`src/rtl/fft2d_pass_sequencer.sv`:
```
// Drives one 1-D FFT unit through a full 2-D transform: N row lines, then
// N column lines. Each line gets a unit reset, a one-cycle start with the
// pass sequence code, and a watchdog-guarded run until the unit reports done.
module fft2d_pass_sequencer #(
    parameter int                LOG_N      = 4,
    parameter int                SEQ_W      = 3,
    parameter logic [SEQ_W-1:0]  SEQ_ROW    = SEQ_W'(1),
    parameter logic [SEQ_W-1:0]  SEQ_COL    = SEQ_W'(2),
    parameter int                RST_CYCLES = 2,
    parameter int                TIMEOUT_W  = 12
) (
    input  logic                 i_fft_base_clock,
    input  logic                 i_fft_reset,
    input  logic                 i_start,
    input  logic                 i_inverse,
    input  logic                 i_unit_done,
    output logic [SEQ_W+1:0]     o_command,
    output logic                 o_controlIFFT,
    output logic                 o_pass,
    output logic [LOG_N-1:0]     o_line,
    output logic [2*LOG_N-1:0]   o_line_base,
    output logic [2*LOG_N-1:0]   o_stride,
    output logic                 o_busy,
    output logic                 o_done,
    output logic                 o_error
);
    localparam int AW   = 2 * LOG_N;
    localparam int RC_W = (RST_CYCLES > 1) ? $clog2(RST_CYCLES) : 1;
    localparam logic [RC_W-1:0]  RC_LAST    = RC_W'(RST_CYCLES - 1);
    localparam logic [AW-1:0]    STRIDE_ROW = AW'(1);
    localparam logic [AW-1:0]    STRIDE_COL = AW'(1 << LOG_N);
    // Unit held in reset, not started, neutral sequence.
    localparam logic [SEQ_W+1:0] CMD_HOLD   = {1'b1, 1'b0, {SEQ_W{1'b0}}};

    typedef enum logic [2:0] {
        S_IDLE, S_URST, S_LAUNCH, S_RUN, S_ADV, S_DONE, S_ERROR
    } state_t;

    state_t                state, state_nxt;
    logic [RC_W-1:0]       rcnt, rcnt_nxt;
    logic [TIMEOUT_W-1:0]  wd, wd_nxt, wd_inc;
    logic [SEQ_W+1:0]      cmd_nxt;
    logic [SEQ_W-1:0]      seq_code;
    logic                  ctrl_nxt, pass_nxt, busy_nxt, done_nxt, err_nxt;
    logic [LOG_N-1:0]      line_nxt;

    // Row lines are contiguous rows of the N x N buffer; column lines step by N.
    assign o_line_base = o_pass ? {{LOG_N{1'b0}}, o_line} : {o_line, {LOG_N{1'b0}}};
    assign o_stride    = o_pass ? STRIDE_COL : STRIDE_ROW;

    // Next-state and next-output decode; command is decoded from the current
    // state so it lands on the unit one cycle after the state is entered.
    always_comb begin
        state_nxt = state;
        rcnt_nxt  = rcnt;
        wd_nxt    = wd;
        ctrl_nxt  = o_controlIFFT;
        pass_nxt  = o_pass;
        line_nxt  = o_line;
        busy_nxt  = o_busy;
        err_nxt   = o_error;
        done_nxt  = 1'b0;
        wd_inc    = wd + TIMEOUT_W'(1);
        seq_code  = o_pass ? SEQ_COL : SEQ_ROW;

        case (state)
            S_URST:   cmd_nxt = {1'b1, 1'b0, seq_code};
            S_LAUNCH: cmd_nxt = {1'b0, 1'b1, seq_code};
            S_RUN,
            S_ADV:    cmd_nxt = {1'b0, 1'b0, seq_code};
            default:  cmd_nxt = CMD_HOLD;
        endcase

        case (state)
            S_IDLE, S_ERROR: begin
                if (i_start) begin
                    ctrl_nxt  = i_inverse;
                    pass_nxt  = 1'b0;
                    line_nxt  = '0;
                    err_nxt   = 1'b0;
                    busy_nxt  = 1'b1;
                    rcnt_nxt  = '0;
                    state_nxt = S_URST;
                end
            end
            S_URST: begin
                if (rcnt == RC_LAST) begin
                    rcnt_nxt  = '0;
                    state_nxt = S_LAUNCH;
                end else begin
                    rcnt_nxt  = rcnt + RC_W'(1);
                end
            end
            S_LAUNCH: begin
                wd_nxt    = '0;
                state_nxt = S_RUN;
            end
            S_RUN: begin
                wd_nxt = wd_inc;
                // Done takes priority over a watchdog expiring in the same cycle.
                if (i_unit_done) begin
                    state_nxt = S_ADV;
                end else if (wd_inc == '1) begin
                    err_nxt   = 1'b1;
                    busy_nxt  = 1'b0;
                    state_nxt = S_ERROR;
                end
            end
            S_ADV: begin
                if (o_line != '1) begin
                    line_nxt  = o_line + LOG_N'(1);
                    state_nxt = S_URST;
                end else if (!o_pass) begin
                    pass_nxt  = 1'b1;
                    line_nxt  = '0;
                    state_nxt = S_URST;
                end else begin
                    busy_nxt  = 1'b0;
                    done_nxt  = 1'b1;
                    state_nxt = S_DONE;
                end
            end
            S_DONE:   state_nxt = S_IDLE;
            default:  state_nxt = S_IDLE;
        endcase
    end

    // State and output registers; reset abandons any job silently.
    always_ff @(posedge i_fft_base_clock) begin
        if (i_fft_reset) begin
            state         <= S_IDLE;
            rcnt          <= '0;
            wd            <= '0;
            o_command     <= CMD_HOLD;
            o_controlIFFT <= 1'b0;
            o_pass        <= 1'b0;
            o_line        <= '0;
            o_busy        <= 1'b0;
            o_done        <= 1'b0;
            o_error       <= 1'b0;
        end else begin
            state         <= state_nxt;
            rcnt          <= rcnt_nxt;
            wd            <= wd_nxt;
            o_command     <= cmd_nxt;
            o_controlIFFT <= ctrl_nxt;
            o_pass        <= pass_nxt;
            o_line        <= line_nxt;
            o_busy        <= busy_nxt;
            o_done        <= done_nxt;
            o_error       <= err_nxt;
        end
    end
endmodule

```
`config.mk`:
```
export PLATFORM = sky130hd
export DESIGN_NAME = fft2d_pass_sequencer
export DESIGN_NICKNAME = d
export VERILOG_FILES = /design/src/rtl/fft2d_pass_sequencer.sv
export SDC_FILE = /design/constraint.sdc
export NUM_CORES = 1
export LEC_CHECK = 0
export BUFFER_PORTS_ARGS = -buffer_cell sky130_fd_sc_hd__buf_2
export CAP_MARGIN = 20
export CORE_MARGIN = 10
export CORE_UTILIZATION = 59
export CTS_CLUSTER_SIZE = 25
export DETAILED_ROUTE_END_ITERATION = 8
export PLACE_DENSITY = 0.85
export REMOVE_ABC_BUFFERS = 1
export SETUP_SLACK_MARGIN = 0.2
export SKIP_LAST_GASP = 1
export SYNTH_ARGS = -nofsm -noshare
export SYNTH_HDL_FRONTEND = slang
export SYNTH_SLANG_ARGS = --single-unit
```
`constraint.sdc`:
```
create_clock -name i_fft_base_clock -period 5.02 [get_ports i_fft_base_clock]
set_clock_uncertainty 0.2 [all_clocks]
set_input_delay 0.753 -clock i_fft_base_clock [delete_from_list [all_inputs] [get_ports i_fft_base_clock]]
set_output_delay 0.753 -clock i_fft_base_clock [all_outputs]
set_load 0.1 [all_outputs]
```
; Yosys cells after proc, flatten, opt, wreduce, memory -nomap -nowiden
; Cells that the tools add are included.
[word_totals]
reg_bits = 30
in_bits = 5
out_inout_bits = 30
elab_cells = 76
[op_classes]
addsub = 3
eq_ne = 15
mux = 31
n_bitwise = 1
n_reduce_logical = 16
[op_table]
columns = op, count
row1 = 12-bit one-hot mux with 2 select lines, 1
row2 = 3-bit two-way mux, 6
row3 = 3-bit one-hot mux with 5 select lines, 1
row4 = 5-bit one-hot mux with 3 select lines, 1
row5 = 12-bit by 1-bit adder with 12-bit output (second input constant), 1
row6 = 12-bit equality test (second input constant), 1
row7 = 4-bit two-way mux, 3
row8 = 2-bit != test (second input constant), 6
row9 = 1-bit two-way mux, 11
row10 = 3-bit AND reduction, 3
row11 = 8-bit two-way mux, 1
row12 = 4-bit one-hot mux with 2 select lines, 1
row13 = 2-bit nonzero test, 4
row14 = 3-bit by 2-bit equality test with 1-bit output (second input constant), 2
row15 = 3-bit equality test (second input constant), 2
row16 = 3-bit != test (second input constant), 2
row17 = 1-bit one-hot mux with 2 select lines, 3
row18 = 6-bit AND reduction, 1
row19 = 5-bit two-way mux, 1
row20 = 4-bit by 1-bit adder with 4-bit output (second input constant), 1
row21 = 4-bit != test (second input constant), 1
row22 = 2-bit AND reduction, 2
row23 = 4-bit AND reduction, 1
row24 = 2-bit OR reduction, 2
row25 = 8 further kinds, 8

; Longest topological paths before layout
[depth]
word_depth = 5
mapped_depth = 7
mapped_depth_nobuf = 6

; Worst setup path before layout
; OpenSTA, ideal clock, no wires.
[synth_timing]
path_kind = register to output
from = register o_line[0]
to = output o_line_base[4]
arrival_time_ns = 2.453
t_required_ns = 4.067
slack_ns = 1.614
stages_incl_launch_ff = 2
n_path_buf = 0
path_cell_list = dfxtp_1 nor2b_1
[synth_via]
elab_chain_len = 1
[synth_rtl]
columns = element, line
row1 = from (decl), 20  ; output logic [LOG_N-1:0] o_line,
row2 = from (signal assigned), 148  ; o_line <= line_nxt;
row3 = 8-bit two-way mux, 48  ; assign o_line_base = o_pass ? {{LOG_N{1'b0}}, o_line} : {o_line, {LOG_N{1'b0}}};
row4 = to (decl), 21  ; output logic [2*LOG_N-1:0] o_line_base,
; No other way between the ends.

; Final worst setup path
[layout_timing]
from = register o_pass
to = output o_line_base[1]
[layout_via]
elab_chain_len = 1
[layout_rtl]
columns = element, line
row1 = from (decl), 19  ; output logic o_pass,
row2 = from (signal assigned), 147  ; o_pass <= pass_nxt;
row3 = 8-bit two-way mux, 48
; No other way between the ends.

==> results.py <==
metrics = {
    "outcome": {
        "outcome": "complete, no violations",
    },
    "layout": {
        "layout-drive-gt1-share": 0.2103,
        "area_growth_syn_to_layout_pct": 6.442,
        "n_antenna_cell": 0,
        "fillers": 242,
        "fin_nets": 241,
    },
    "place": {
        "io_buffers": 27,
        "hpwl_mm": 2.667,
        "gp_congestion": 0.8559,
    },
    "floorplan": {
        "rows": 19,
        "start_util": 0.6231,
        "coreArea_um2": 2805,
        "die_area_um2": 5540,
        "die_x_um": 74.43,
        "die_h_um": 74.43,
        "boundaryPins": 35,
    },
    "clock_network": {
        "cts_resized": 0,
        "cts_inserted_buffers": 5,
        "clk_pin_slew_ps": 100,
        "clk_path_buf_depth": 2,
        "cts_sinks": 29,
        "cts_tree": "yes",
        "postCtsHoldBufs": 0,
        "postCtsSetupRepairBufs": 0,
        "htree_levels": 2,
        "worstSkewPairLatency_ps": 330,
        "cts-root-buf": "clkbuf_4",
    },
    "routing": {
        "via_count": 1542,
        "remaining_drc_errors": 0,
        "drt_iter0_markers": 180,
        "vias_per_cell": 5.841,
        "ant_nets": 0,
        "wl_mm": 3.766,
        "firstDrtPassIters": 4,
        "avgRoutedWirePerCell_um": 14.27,
    },
    "yosys": {
        "yosys_warnings": 0,
        "synth-seq-cells": 29,
        "synth_area_leaders": "dfxtp_1 (33%), nor2_1 (5.4%), a21oi_1 (5.2%)",
        "synth.largest_area_cell": "dfxtp_1",
        "async_reset_ff_frac": 0,
        "ys_seq_area_frac": 0.3321,
        "yosysTopAreaCellShare": 0.3321,
        "avgSynthCellArea_um2": 8.130,
        "synth_cells": 215,
        "synth_ff_type": "dfxtp_1",
        "netlist_area_um2": 1748,
        "synth_cell_types": 51,
        "synth_edf_count": 0,
    },
    "job": {
        "max-cap-violations": 0,
    },
    "global_routing": {
        "grt_usage": 0.1423,
        "grt_pass1_vias": 1361,
        "grt_start_max_net_pins": 28,
        "grt-ovfl-total": 0,
        "antenna_found_initial": 0,
        "grt_pass1_wl_mm": 6.327,
    },
    "timing": {
        "finalHoldViolCount": 0,
        "slew_violations": 0,
        "setup_viol": 0,
        "rsz0062_at_grt": "false",
        "period_needed_ps": 2469,
        "tightest_slew_ps": 741.8,
        "fin_crit_sh": 0.4918,
        "relSlewSlack": 0.5055,
        "fmax_ghz": 0.4051,
        "fin_setup_tns_ps": 0,
    },
    "critical_path": {
        "required_ps": 4070,
        "worstPathMaxFanout": 15,
        "cp_data_arrival_time_ps": 1520,
        "start_kind": "flop",
        "worst_setup_path_end_kind": "output pin",
        "worstSetupPathType": "reg2out",
    },
    "min_path": {
        "hold_path.class": "reg2reg",
    },
    "power_and_ir_drop": {
        "ir_drop_uv": 174.7,
        "power_leakage_nw": 0.7886,
        "p_total_mw": 0.4787,
        "power_density_nw_per_um2": 257.3,
    },
}
## path summary, 6_finish.rpt
kind | endpoint | slack (ps) | start | depth (start not counted)
setup / recovery | o_line_base[1] | 2550 | o_pass$_SDFFE_PP0P_ | 2
hold / removal | o_error$_SDFFE_PP0P_ | 290 | o_error$_SDFFE_PP0P_ | 2
setup reg to reg | o_busy$_SDFFE_PP0P_ | 2760 | state[2]$_SDFFE_PP0P_ | 5
hold reg to reg | o_error$_SDFFE_PP0P_ | 290 | o_error$_SDFFE_PP0P_ | 2
## worst max-delay path, stage by stage, from the launching register on
cell     delay [ps]
dfxtp_1         590
and2_1          180
buf_2           420
## logic make-up after synthesis
kind of cell	synth area share
mux	0.02434
xor+xnor	0.03866
simple gates	0.3228
buf+inv	0.09019
fa+ha+maj	0.02863
flops	0.3321
other cells	0.002145
compound gates	0.1611
## registers in the layout, summed over array words and instances (netlist names)
name,count
wd,12
o_command,4
o_line,4
state,3
o_busy,1
o_controlIFFT,1
o_done,1
o_error,1
o_pass,1
rcnt,1
## power by group
group          switching (mW)  leakage, nW  internal (mW)  total (mW)
Combinational          0.0855        0.522         0.0178       0.103
Clock                  0.0813       0.0320         0.0532       0.134
Sequential            0.00498        0.235          0.236       0.241
Total                   0.172        0.789          0.307       0.479
## cells in the mapped netlist, types with 4 or more instances
cell      number
nand3_1       10
inv_1          4
clkbuf_1       5
a21oi_1       18
nor3_1        10
nand2_1       12
o21ai_0        7
nand2b_1       5
and2_1        10
buf_2          6
nand4_1        5
dfxtp_1       29
ha_1           4
nor2_1        25
buf_4         10
nor2b_1        4
## final cells by class
cell class | count | area, um2 | share of cell area
tap | 31 | 38.79 | 0.02085
clock inverter | 2 | 10.01 | 0.005380
clock buffer | 6 | 41.29 | 0.02219
timing repair buffer | 28 | 142.6 | 0.07666
inverter | 4 | 15.01 | 0.008070
sequential | 29 | 580.6 | 0.3120
multi-input combinational | 164 | 1032 | 0.5548
## layer usage
layer	global-route usage	up-vias	wire length (um)	share of wire
li1	-	774	-	-
met1	0.1857	699	1665	0.44
met2	0.2123	61	1719	0.46
met3	0.04255	8	318	0.084
met4	0.06092	0	62	0.016
met5	0	-	0	0
## layout by cell type, fill, tap and decap left out, drive strengths merged, types with 2 or more instances in the layout
cell type	instances
a21o	3
a21oi	18
a22oi	3
a311oi	2
and2	10
and4	3
buf	28
clkbuf	6
clkinv	2
conb	7
dfxtp	29
ha	4
inv	4
mux2	2
mux2i	2
nand2	13
nand2b	5
nand3	12
nand3b	2
nand4	6
nor2	25
nor2b	4
nor3	11
nor4	2
o21a	2
o21ai	7
o311ai	2
o41ai	2
xnor2	3
xor2	3
## metrics by stage
step / utilization / hold WS [ps] / worst slack [ps] / instance area, um2 / std cells
2_1_floorplan: - / 260.5 / 1293 / 1628 / 197
3_3_place_gp: 0.6450 / 268.7 / 2885 / 1809 / 256
3_5_place_dp: 0.6450 / 269.2 / 2812 / 1809 / 256
4_1_cts: 0.6632 / 294.7 / 2545 / 1861 / 264
5_1_grt: 0.6632 / 303.1 / 2454 / 1861 / 264
6_report: 0.6632 / 289.6 / 2551 / 1861 / 264
Note: power is estimated with default switching activity, not from simulation.
